<file path="config.mk">
export PLATFORM = sky130hd
export DESIGN_NAME = div_operand_queue
export DESIGN_NICKNAME = d
export VERILOG_FILES = /design/src/rtl/div_operand_queue.sv
export SDC_FILE = /design/constraint.sdc
export NUM_CORES = 1
export LEC_CHECK = 0
export ABC_AREA = 1
export BUFFER_PORTS_ARGS = -buffer_cell sky130_fd_sc_hd__buf_2
export CORE_UTILIZATION = 59
export CTS_CLUSTER_SIZE = 10
export DETAILED_ROUTE_END_ITERATION = 6
export HOLD_SLACK_MARGIN = 0.12
export PLACE_DENSITY_LB_ADDON = 0.12
export SLEW_MARGIN = 10
export SYNTH_ARGS = -nofsm -noshare
export SYNTH_HDL_FRONTEND = slang
export SYNTH_SLANG_ARGS = --single-unit
</file>
<file path="constraint.sdc">
create_clock -name clk -period 3.8 [get_ports clk]
set_input_delay 0.76 -clock clk [delete_from_list [all_inputs] [get_ports clk]]
set_output_delay 0.76 -clock clk [all_outputs]
set_load 0.05 [all_outputs]
</file>
<file path="src/rtl/div_operand_queue.sv">
// Operand FIFO and registered response stage around a combinational 16/8 divider.
// Optional saturating divide-by-zero counter: define DIVQ_ERR_CNT_EN.
module div_operand_queue #(
   parameter int DEPTH = 4,
   parameter int PTR_W = 2
) (
   input  logic             clk,
   input  logic             rst_n,
   input  logic             in_valid,
   output logic             in_ready,
   input  logic [15:0]      in_a,
   input  logic [7:0]       in_b,
   output logic [15:0]      div_a,
   output logic [7:0]       div_b,
   input  logic [15:0]      div_result,
   input  logic [15:0]      div_odd,
   output logic             out_valid,
   input  logic             out_ready,
   output logic [15:0]      out_result,
   output logic [15:0]      out_odd,
   output logic             out_divzero,
   output logic [PTR_W:0]   count
`ifdef DIVQ_ERR_CNT_EN
   ,
   output logic [7:0]       err_cnt
`endif
);

   localparam logic [PTR_W:0] FULL_CNT = (PTR_W + 1)'(DEPTH);

   logic [15:0]    r_mem_a [DEPTH];
   logic [7:0]     r_mem_b [DEPTH];
   logic [PTR_W-1:0] r_wr_ptr;
   logic [PTR_W-1:0] r_rd_ptr;
   logic [PTR_W:0] r_count;
   logic           r_out_valid;
   logic [15:0]    r_out_result;
   logic [15:0]    r_out_odd;
   logic           r_out_divzero;

   logic           w_in_ready;
   logic           w_not_empty;
   logic           w_push;
   logic           w_load;
   logic [15:0]    w_head_a;
   logic [7:0]     w_head_b;

   // Handshake decode; in_ready depends only on registered occupancy.
   always_comb begin
      w_in_ready  = (r_count != FULL_CNT);
      w_not_empty = (r_count != '0);
      w_push      = in_valid && w_in_ready;
      w_load      = w_not_empty && (!r_out_valid || out_ready);
      w_head_a    = w_not_empty ? r_mem_a[r_rd_ptr] : 16'd0;
      w_head_b    = w_not_empty ? r_mem_b[r_rd_ptr] : 8'd0;
   end

   // Operand storage written at the tail.
   always_ff @(posedge clk or negedge rst_n) begin
      if (!rst_n) begin
         for (int i = 0; i < DEPTH; i++) begin
            r_mem_a[i] <= '0;
            r_mem_b[i] <= '0;
         end
      end else if (w_push) begin
         r_mem_a[r_wr_ptr] <= in_a;
         r_mem_b[r_wr_ptr] <= in_b;
      end
   end

   // Pointers wrap naturally; count separates full from empty.
   always_ff @(posedge clk or negedge rst_n) begin
      if (!rst_n) begin
         r_wr_ptr <= '0;
         r_rd_ptr <= '0;
         r_count  <= '0;
      end else begin
         if (w_push) r_wr_ptr <= r_wr_ptr + 1'b1;
         if (w_load) r_rd_ptr <= r_rd_ptr + 1'b1;
         if (w_push && !w_load)
            r_count <= r_count + 1'b1;
         else if (!w_push && w_load)
            r_count <= r_count - 1'b1;
      end
   end

   // Response register captures divider outputs for the popped head.
   always_ff @(posedge clk or negedge rst_n) begin
      if (!rst_n) begin
         r_out_valid   <= 1'b0;
         r_out_result  <= '0;
         r_out_odd     <= '0;
         r_out_divzero <= 1'b0;
      end else if (w_load) begin
         r_out_valid   <= 1'b1;
         r_out_result  <= div_result;
         r_out_odd     <= div_odd;
         r_out_divzero <= (w_head_b == 8'd0);
      end else if (r_out_valid && out_ready) begin
         r_out_valid   <= 1'b0;
      end
   end

`ifdef DIVQ_ERR_CNT_EN
   logic [7:0] r_err_cnt;

   // Saturating count of responses produced from a zero divisor.
   always_ff @(posedge clk or negedge rst_n) begin
      if (!rst_n)
         r_err_cnt <= '0;
      else if (w_load && (w_head_b == 8'd0) && (r_err_cnt != 8'hFF))
         r_err_cnt <= r_err_cnt + 8'd1;
   end

   assign err_cnt = r_err_cnt;
`endif

   assign in_ready    = w_in_ready;
   assign div_a       = w_head_a;
   assign div_b       = w_head_b;
   assign out_valid   = r_out_valid;
   assign out_result  = r_out_result;
   assign out_odd     = r_out_odd;
   assign out_divzero = r_out_divzero;
   assign count       = r_count;

endmodule

</file>
### Word-level counts from Yosys, hierarchy flattened

Index checks and enable logic that the tools add are counted.

| word-level totals | value |
|---|---|
| register bits | 137 |
| input bits | 60 |

| operators by class | value |
|---|---|
| $add $sub $neg | 4 |
| $lt $le $gt $ge | 3 |
| equality and inequality tests | 1 |
| muxes and demuxes | 18 |
| bitwise gates (word level) | 2 |
| reduce and logical (&&, ||, !) cells | 14 |

Operators with widths:

| cell | count |
|---|---|
| bitwise mux 64 bit | 1 |
| two-way mux 16 bit | 4 |
| binary-select mux 16 bit (select 2 bit) | 1 |
| bitwise mux 32 bit | 1 |
| demux 16 bit (select 2 bit) | 1 |
| two-way mux 8 bit | 4 |
| binary-select mux 8 bit (select 2 bit) | 1 |
| demux 8 bit (select 2 bit) | 1 |
| logical NOT 8 bit | 1 |
| >= comparator 3 bit (second input constant) | 2 |
| logical AND 1 bit | 6 |
| two-way mux 3 bit | 2 |
| NOT 2 -> 3 bit | 2 |
| adder 2 x 1 -> 2 bit (second input constant) | 2 |
| nonzero test 2 bit | 2 |
| adder 3 x 1 -> 3 bit (second input constant) | 1 |
| logical NOT 1 bit | 3 |
| less-than comparator 3 x 1 -> 1 bit (second input constant) | 1 |
| != test 3 bit (second input constant) | 1 |
| nonzero test 3 bit | 1 |
| subtractor 3 x 1 -> 3 bit (second input constant) | 1 |
| two-way mux 1 bit | 2 |
| logical OR 1 bit | 1 |

### Depth between registers and ports, before layout

| logic depth | value |
|---|---|
| word-level depth | 6 |
| mapped depth | 11 |
| mapped depth without buffers | 10 |

### Worst setup path after synthesis

No wires, ideal clock.

| timing path | value |
|---|---|
| path type | register to output |
| start | reg r_count[1] (netlist: count[1]) |
| end | out div_a[10] |
| arrival | 2.033 ns |
| data required time | 3.040 ns |
| path slack | 1.007 ns |
| cell stages (with the launch flop) | 6 |
| buffers on the path | 1 |
| cells stage by stage | dfrtp_1 -> inv_1 -> nand3_2 -> inv_1 -> clkbuf_1 -> a21oi_1 |

| between the ends | value |
|---|---|
| word-level cells in the longest chain between the ends | 2 |

Ends and longest elaborated chain:

| item | RTL line | source |
|---|---|---|
| start, declared | 35 | `logic [PTR_W:0] r_count;` |
| start signal, assigned | 81 | `r_count <= r_count + 1'b1;` |
| start signal, assigned | 83 | `r_count <= r_count - 1'b1;` |
| nonzero test 3 bit | 51 | `w_not_empty = (r_count != '0);` |
| two-way mux 16 bit | 54 | `w_head_a = w_not_empty ? r_mem_a[r_rd_ptr] : 16'd0;` |
| end, declared | 13 | `output logic [15:0] div_a,` |

No other way between the ends.

### Worst setup path after layout

| timing path | value |
|---|---|
| start | reg r_count[1] (netlist: count[1]) |
| end | out div_b[7] |

| between the ends | value |
|---|---|
| word-level cells in the longest chain between the ends | 2 |

Ends and longest elaborated chain:

| item | RTL line | source |
|---|---|---|
| nonzero test 3 bit | 51 |  |
| two-way mux 8 bit | 55 | `w_head_b = w_not_empty ? r_mem_b[r_rd_ptr] : 8'd0;` |
| end, declared | 14 | `output logic [7:0] div_b,` |

No other way between the ends.

==> impl.org <==
** Worst setup path
- Critical path fanouts, max :: 21
- Measured in cells, the most critical reg-to-reg path has a length of 9.
- The endpoint identified for the worst register-to-register timing path is count[2].
- Slowest-stage cell, CP :: sky130_fd_sc_hd__inv_1
- The critical path is of the flop to output pin type.
- Traced cell by cell, the critical path runs through inv_1 -> nand3_2 -> inv_1 -> a21oi_1 -> buf_2.
- Critical path arrival :: 2350 ps
- Termination of the worst setup path :: div_b[7]
- Element type at the critical path end :: output pin
- In this run the critical register-to-register path is launched from count[1].
- Most Frequent Cell on Critical Path :: sky130_fd_sc_hd__inv_1
- In this run the worst setup path begins at count[1].
- Longest individual stage delay on the worst path :: approximately 690 ps
- STA classifies the critical path startpoint as a flop.
- Setup slack on the worst reg-to-reg path comes out at around 1400 ps.
- STA puts the critical path data required time at just over 3000 ps.

** Routing
- Detail Route Antenna Nets :: 0
- M1 wire length :: roughly 5.9 mm
- Using the TritonRoute via totals, the vias-per-cell ratio works out to approximately 5.3.
- Summed over all nets, wire length on met3 after detailed routing comes to roughly 760 µm.
- Vias :: around 5.0k
- Number of remaining DRC errors :: 0
- Top layer in use :: met4
- Summed over all layers, the routed wires come to between 10 and 15 mm.
- Number of iterations in the first detailed-routing pass :: 5
- After detailed routing, the met2 layer carries about 7.4 mm of wire.
- After the first detailed-routing iteration, the DRC count stood at 330.
- After detailed routing, the average wire length per cell comes to 15.3 µm.

** Timing
- Unrepaired setup endpoints after global routing :: no
- Final Hold Viols :: 0
- After layout, the minimum clock period comes to roughly 3100 ps.
- Layout Skew :: ~10 ps
- Fmax :: 0.321 GHz
- Of the available clock period, the critical path in the final layout requires 0.819.
- Setup violations remaining at the end of the flow were counted as 0.
- Remaining max-slew budget at the tightest pin :: 0.380
- Worst-Margin Slew :: about 900 ps
- For the final routed database, the setup TNS stands at 0 ps.
- Number of max-slew violations in the final report :: 0

** Outcome
- Run status :: complete, no violations

** Synth
- After technology mapping, the gate count stands at between 600 and 700.
- Area of the mapped netlist :: between 6000 and 7000 µm²
- Synth async-reset ratio :: 1.00
- Counting flops with a built-in enable in the synthesized netlist gives 0.
- Ranked by total cell area, the synthesized netlist is headed by sky130_fd_sc_hd__dfrtp_1 56%, sky130_fd_sc_hd__nand2_1 9.1%, sky130_fd_sc_hd__o21ai_0 8.7%, sky130_fd_sc_hd__mux2_2 5.9%, sky130_fd_sc_hd__nor2_1 4.6%.
- Proportion of synthesized chip area in sequential cells :: 0.558
- Synthesis instantiated 22 different standard cells from the library.
- Top flip-flop cell by instance count after synthesis :: sky130_fd_sc_hd__dfrtp_1
- Of the post-synthesis cell area, the dominant cell type holds 0.558.
- After synthesis the netlist holds a flip-flop and latch count of ~140.
- sky130_fd_sc_hd__dfrtp_1 takes more of the synthesized area than any other cell.
- Dividing the synthesized area by the synthesized cell count gives about 9 µm².
- The Yosys step of the flow raised 0 warnings.
- Mapped Nets :: between 700 and 800

** Floorplanning
- Full die area :: 10800 µm²
- Count of standard-cell rows :: 36
- Width of the die :: 104 µm
- Chip height :: between 100 and 150 µm
- Initial Utilization :: 0.620
- In this run the standard cell core region covers 9910 µm².
- I/O pin count :: 122

** Final layout
- Commonest cells after routing, fill and taps aside :: 149 x sky130_fd_sc_hd__nand2_1, 136 x sky130_fd_sc_hd__dfrtp_1, 120 x sky130_fd_sc_hd__buf_2
- After filler insertion, the fill cell instance count of the layout stands at 761.
- After the flow finishes, the layout carries non-filler instances totaling a little over 900.
- Net count of the finished layout :: between 800 and 900
- Leading cell type in the layout, fill and taps excluded :: sky130_fd_sc_hd__nand2_1
- The repair_antennas step left the layout with diodes totalling 0.
- The area growth from synthesis to layout is 18.5%.
- At the end of the flow the core is filled with cells to 0.734.
- Layout cell share with drive strength beyond 1 :: 0.246

** GRT
- Sum of overflow across all layers after global routing :: 0
- Largest net degree at the start of global routing :: about 90
- The via count of the first global-routing pass is 5077.
- For this run, the total global-route usage over all layers was measured as 0.284.
- Initial antenna violation count :: 0
- Global-route wire length before repair :: about 24 mm

** Clock tree
- CTS tree :: done
- Source-to-sink clock delay at the later pin of the worst-skew pair :: ~520 ps
- Number of buffers inserted by post-CTS setup repair :: 0
- PostCTS Resize Cnt :: 0
- In this run, post-CTS hold repair placed 0 buffers.
- After clock tree synthesis, the clock-pin slew on the worst setup and hold paths is 60 ps.
- The clock passes through at most 2 buffers.
- Number of buffers added by the clock tree synthesis step :: 17
- Number of H-tree levels :: 4
- TritonCTS Sinks :: approximately 140
- CTS placed an instance of sky130_fd_sc_hd__clkbuf_8 at the clock tree root.

** Place
- Cell count after placement :: between 900 and 1k
- Detailed placer's ending HPWL :: 8.54 mm
- Final weighted congestion in routability-driven placement :: approximately 0.8
- Number of port buffers :: around 120

** Run
- Max-cap violations in this run came to 0.

** Min path
- The min-delay analysis places its worst path in the category primary input to async pin.
## synthesized netlist by cell type (13+ instances only)
cell / number
sky130_fd_sc_hd__inv_1: 62
sky130_fd_sc_hd__nand2_1: 149
sky130_fd_sc_hd__buf_4: 14
sky130_fd_sc_hd__dfrtp_1: 137
sky130_fd_sc_hd__o21ai_1: 24
sky130_fd_sc_hd__a21oi_1: 23
sky130_fd_sc_hd__nand3_1: 13
sky130_fd_sc_hd__clkbuf_1: 13
sky130_fd_sc_hd__o21ai_0: 107
sky130_fd_sc_hd__nor2_1: 75
sky130_fd_sc_hd__mux2_2: 32
## through the flow
step	hold WS (ps)	instance area [µm²]	worst slack, ps
floorplan	448	6140	1010
global placement	461	6710	1250
detailed placement	467	6710	1140
CTS	338	7280	681
global route	357	7280	545
finish	302	7280	687
## metal layers
layer / vias to the layer above / GRT usage
li1: 2383 / -
met1: 2413 / 0.359
met2: 166 / 0.472
met3: 24 / 0.0695
met4: 0 / 0.109
met5: - / 0
## sequential cells by signal (all words and copies together), names as in the netlist
signal and flops:
out_divzero 1, r_mem_b 32, count 3, out_odd 16
r_mem_a 64, out_result 16, r_wr_ptr 2, r_rd_ptr 2
out_valid 1
## area by class of cell
class	instances	area (µm²)	share of cell area
multi-input cells	440	2210	0.304
well taps	133	166	0.0229
repair buffers	126	649	0.0893
clock inverters	9	123	0.0169
inverters	66	250	0.0344
clock buffers	23	447	0.0614
flip-flops and latches	137	3430	0.471
## worst min-delay path by stage
| stage | end | slack, ps | cells past startpoint |
|---|---|---|---|
| after global routing | r_mem_a[34] | 360 | 1 |
| after CTS | r_mem_a[34] | 340 | 1 |
| after global placement | r_mem_a[38] | 460 | 2 |
| after detailed placement | out_divzero | 470 | 2 |
| after floorplan | r_mem_a[0] | 450 | 2 |
| final | r_mem_a[34] | 300 | 1 |
## critical path: cells and delay by family (launching register included)
kind,cells,cell delay (ps)
AND/OR/NAND/NOR,1,200
buffers and inverters,3,1100
AO/OA/AOI/OAI,1,120
flip-flops,1,410
## kinds of logic (layout without fill, tap and decap cells)
family	after synthesis	after routing	synth area share
AO/OA/AOI/OAI	154	154	0.126
XOR/XNOR	4	4	0.00571
adder cells (fa/ha/maj)	6	6	0.0134
buffers and inverters	105	224	0.0817
flip-flops	137	137	0.558
multiplexers	32	32	0.0587
AND/OR/NAND/NOR	244	244	0.157
Power is left out: the tool's default activity adds up to more than one toggle a clock period on the data nets, which glitch-free logic cannot reach.
